<file path="config.mk">
export PLATFORM = sky130hd
export DESIGN_NAME = signed_seq_mult
export DESIGN_NICKNAME = d
export VERILOG_FILES = /design/src/rtl/signed_seq_mult.sv
export SDC_FILE = /design/constraint.sdc
export NUM_CORES = 1
export LEC_CHECK = 0
export CAP_MARGIN = 20
export CORE_UTILIZATION = 54
export CTS_BUF_LIST = sky130_fd_sc_hd__clkbuf_4 sky130_fd_sc_hd__clkbuf_8
export CTS_CLUSTER_DIAMETER = 100
export CTS_CLUSTER_SIZE = 20
export DETAILED_ROUTE_END_ITERATION = 12
export PLACE_DENSITY = 0.83
export SYNTH_ARGS = -nofsm -noshare
export SYNTH_HDL_FRONTEND = slang
export SYNTH_SLANG_ARGS = --single-unit
</file>
<file path="constraint.sdc">
create_clock -name clock -period 4.5 [get_ports clock]
set_input_delay 1.125 -clock clock [delete_from_list [all_inputs] [get_ports clock]]
set_output_delay 1.125 -clock clock [all_outputs]
set_load 0.02 [all_outputs]
</file>
<file path="src/rtl/signed_seq_mult.sv">
// Sequential 32x32 signed radix-2 Booth multiplier, start/valid handshake.
// VARIABLE_LATENCY=1 stops once the remaining multiplier bits are all equal.
module signed_seq_mult #(
  parameter int VARIABLE_LATENCY = 0
) (
  input  logic        clock,
  input  logic        reset,
  input  logic [31:0] mlier,
  input  logic [31:0] mcand,
  output logic [63:0] prodt,
  input  logic        start,
  output logic        valid
);

  localparam bit VarLat = (VARIABLE_LATENCY != 0);

  typedef enum logic [1:0] {
    IDLE,
    BUSY,
    WAIT_LOW
  } state_t;

  state_t      state, state_n;
  logic [63:0] acc, acc_n;
  logic [63:0] mc, mc_n;
  logic [32:0] mq, mq_n;
  logic [5:0]  cnt, cnt_n;
  logic [63:0] prodt_n;
  logic        valid_n;

  logic [63:0] acc_step;
  logic [32:0] mq_sh;
  logic        mq_uni;
  logic        sh_uni;
  logic        last;

  always_ff @(posedge clock) begin
    if (reset) begin
      state <= IDLE;
      acc   <= '0;
      mc    <= '0;
      mq    <= '0;
      cnt   <= '0;
      prodt <= '0;
      valid <= 1'b0;
    end else begin
      state <= state_n;
      acc   <= acc_n;
      mc    <= mc_n;
      mq    <= mq_n;
      cnt   <= cnt_n;
      prodt <= prodt_n;
      valid <= valid_n;
    end
  end

  always_comb begin
    unique case (mq[1:0])
      2'b01:   acc_step = acc + mc;
      2'b10:   acc_step = acc - mc;
      default: acc_step = acc;
    endcase
  end

  assign mq_sh  = {mq[32], mq[32:1]};
  assign mq_uni = (&mq) | (~|mq);
  assign sh_uni = (&mq_sh) | (~|mq_sh);
  // Fixed mode ends on the 32nd step; variable mode once the shifted mq is flat.
  assign last   = VarLat ? sh_uni : (cnt == 6'd31);

  always_comb begin
    state_n = state;
    acc_n   = acc;
    mc_n    = mc;
    mq_n    = mq;
    cnt_n   = cnt;
    prodt_n = prodt;
    valid_n = 1'b0;
    unique case (state)
      IDLE: begin
        if (start) begin
          mc_n    = {{32{mcand[31]}}, mcand};
          mq_n    = {mlier, 1'b0};
          acc_n   = '0;
          cnt_n   = '0;
          state_n = BUSY;
        end
      end
      BUSY: begin
        if (VarLat && mq_uni) begin
          prodt_n = acc;
          valid_n = 1'b1;
          state_n = WAIT_LOW;
        end else begin
          acc_n = acc_step;
          mc_n  = mc << 1;
          mq_n  = mq_sh;
          cnt_n = cnt + 6'd1;
          if (last) begin
            prodt_n = acc_step;
            valid_n = 1'b1;
            state_n = WAIT_LOW;
          end
        end
      end
      WAIT_LOW: begin
        if (!start) state_n = IDLE;
      end
      default: state_n = IDLE;
    endcase
  end

endmodule

</file>
==> results.yml <==
floorplanning:
  dieArea_sq_mm: 0.0272
  start_util: 0.549
  num_rows: 59
  ioPinCount: 132
  die_y_um: 165
  core-area_sq_mm: 0.0261
  die_w_um: 165
clocking:
  clk_path_buf_depth: 3
  cts.sinks: 234
  htreeDepth: 1
  clock_latency_ns: 0.55
  cts_hold_buffers: 0
  cts_tree: "built"
  root_buffer: "clkbuf_8"
  cts_buffers: 15
  clk_pin_slew_worst_paths_ns: 0.12
synth:
  ys_seq_elements: 234
  synth_common_cells: "nor2_1, dfxtp_1, a21oi_1"
  synth-compound-area-share: 0.229
  synthMuxAreaShare: 0.0148
  syn_area_per_cell_sq_um: 7.53
  synthArstFlopShare: 0
  yosysSeqAreaShare: 0.327
  synth_warnings: 0
  syn_inst: 1901
  synth_top_family_by_area: "simple AND/OR/NAND/NOR gates"
  synth_xor_area_frac: 0.0747
  yosysMostFrequentCell: "nor2_1"
  synth_top_area_frac: 0.327
  ys_types: 75
  yosys.area_share.adder: 0.0591
  synth_top_area_cell: "dfxtp_1"
  synthTopCellsByArea: "dfxtp_1, nor2_1, xnor2_1"
  ys.flop_type: "dfxtp_1"
  syn_area_sq_mm: 0.0143
  syn_nets: 2035
  synthSimpleGateAreaFrac: 0.248
  synth_edf_count: 0
power:
  p_sw_w: 0.00195
  seq_power_share: 0.427
  intPower_w: 0.00338
  vdd_drop_max_mv: 0.267
  switching_share: 0.365
  finalPower_w: 0.00533
  p_leak_nw: 7.19
  combPwrFrac: 0.385
  power_density_mw_per_mm2: 293
  p_clk_frac: 0.187
drt:
  drtIter0Drc: 1372
  final_antenna_net_count: 0
  via_per_inst: 6.08
  drt_wl_total_um: 44700
  wire_per_inst_um: 18.1
  drt_pre_antenna_iters: 8
  drc: 0
  dr_total_vias: 15000
critical_path:
  worstSetupPathType: "flip-flop to flip-flop"
  rr_endpoint: "prodt[62]"
  crit_fanout: 4
  start_kind: "flip-flop"
  r2r_start: "mc[3]"
  worst_ep_arrival_time_ns: 4.93
  endpoint_kind: "flip-flop"
  reg2regPathDepth: 22
  r2r_setup_slack_ns: 0.03
  critPathRequiredTime_ns: 4.96
min_path:
  holdPathEnd: "mq[32]"
  worstHoldPathCells: 2
  hold_path_class: "flip-flop to flip-flop"
  hp-start: "mq[32]"
place:
  post-dp-hpwl_um: 32600
  port_buffers: 131
  gp_congestion: 1.00
timing:
  skew_ns: 0.0204
  relSlewSlack: 0.311
  final.min_clock_period_ns: 4.47
  final-setup-viol-count: 0
  clock.fmax_ghz: 0.224
  setup_tns_ns: 0
  report.final.slew_viol_count: 0
  hold_slack_ns: 0.471
  worst_slew_pin_slew_ns: 1.03
  grt_setup_unrepaired: "true"
  period_share: 0.993
  hold_violations: 0
grt:
  grt_pass1_wl_um: 69000
  grt_usage: 0.317
  grt_max_degree: 89
  grt_pass1_vias: 13400
  grt_remaining_overflow: 0
  antenna_found_initial: 1
run_status:
  status: "complete, no violations"
cells_and_area:
  n_antenna_cell: 0
  nets: 2269
  synthToLayoutAreaGrowth_pct: 27.1
  layout-drive-gt1-share: 0.182
flow_run:
  drv_cap: 0
## cell families after synthesis
kind of cell / after synthesis
AOI/OAI and AO/OA: 499
xor gates and xnor gates: 122
adders and majority gates: 67
buffers and inverters: 178
DFF: 234
muxes: 21
and+or+nand+nor: 780
## power by group through the flow
| stage | Combinational [W] | Sequential (W) | Clock [W] |
|---|---|---|---|
| 2_1_floorplan | 0.00117 | 0.00230 | 0 |
| 3_3_place_gp | 0.00181 | 0.00231 | 0 |
| 3_5_place_dp | 0.00185 | 0.00231 | 0 |
| 4_1_cts | 0.00187 | 0.00227 | 0.00101 |
| 5_1_grt | 0.00222 | 0.00229 | 0.00108 |
| 6_report | 0.00205 | 0.00228 | 0.000998 |
## through the flow
| step | setup slack, ns | cell area [sq um] | util | instances |
|---|---|---|---|---|
| floorplan | 0.00398 | 14300 | - | 1901 |
| CTS | 0.00493 | 17400 | 0.667 | 2441 |
| detailed placement | -0.171 | 17100 | 0.654 | 2423 |
| finish | 0.0321 | 18200 | 0.698 | 2470 |
| global placement | -0.0487 | 17100 | 0.654 | 2423 |
| global route | -0.209 | 18200 | 0.698 | 2470 |
## registers in the layout, summed over array words and instances, names as in the netlist
name / cells
valid: 1
mc: 64
acc: 64
mq: 33
prodt: 64
state: 2
cnt: 6
## cell usage in the layout (no fill, tap or decap), types with 8 or more instances in the layout
cell type / count
nor3_1: 42
xnor2_1: 91
nand2b_1: 15
ha_1: 56
o21ai_1: 8
nor4_1: 54
nand3b_1: 9
a21oi_1: 149
mux2i_1: 20
buf_4: 225
a21oi_2: 17
a2111oi_0: 8
nand3_1: 35
a211oi_1: 48
xnor2_2: 8
nor2b_1: 9
nor2_1: 404
a31oi_1: 28
dfxtp_1: 230
nand2_2: 8
a21o_1: 25
nand4_1: 26
a221oi_1: 34
o21bai_1: 16
clkdlybuf4s50_1: 130
inv_1: 35
nand2_1: 103
o21a_1: 12
a22oi_1: 18
clkbuf_8: 15
and2_1: 8
o21ai_0: 58
xor2_1: 21
## worst max-delay path: stages (launching register included)
cell and delay, ns:
dfxtp_2 0.38, nor4_4 0.29, nor4b_4 0.25, buf_4 0.16, buf_4 0.10, nand2_2 0.07, nor3_2 0.10, buf_4 0.13
a21oi_1 0.07, xnor2_1 0.31, ha_1 0.32, buf_4 0.17, a21oi_2 0.17, o21a_1 0.19, o31ai_4 0.08, a22o_1 0.25
buf_4 0.14, o211a_1 0.21, a211oi_2 0.19, buf_4 0.18, a21oi_1 0.09, o31a_1 0.28, a311oi_1 0.24
## timing repair
item	4_1_cts	5_1_grt
gates cloned	0	0
buffers inserted	1	29
pin swaps	6	71
resized for setup	18	138
endpoints found under the setup margin	20	68
## layout make-up
class / instances / area (sq um)
Multi-Input combinational cell: 1489 / 9680
Sequential cell: 234 / 4690
Clock inverter: 1 / 7.51
Inverter: 37 / 144
Clock buffer: 16 / 214
Fill cell: 2129 / 7870
Timing Repair Buffer: 358 / 3030
Tap cell: 335 / 419
## routing by layer
metal / track usage / wire length [um] / vias up
met5: 0 / 27 / -
met4: 0.0922 / 1200 / 4
met3: 0.0585 / 3490 / 80
met2: 0.483 / 19700 / 581
met1: 0.451 / 20300 / 7149
li1: - / - / 7215
## how the worst max path moves through the flow
stage / startpoint / to / slack, ns / cells after the start
after floorplan: mc[20] / prodt[60] / 0.004 / 21
after global placement: mc[0] / prodt[22] / -0.05 / 22
after detailed placement: mc[0] / prodt[50] / -0.17 / 20
after CTS: mc[20] / prodt[56] / 0.005 / 21
after global routing: mc[3] / prodt[50] / -0.21 / 21
final: mc[3] / prodt[62] / 0.03 / 22
No activity file was read; power rests on OpenSTA's default activity.
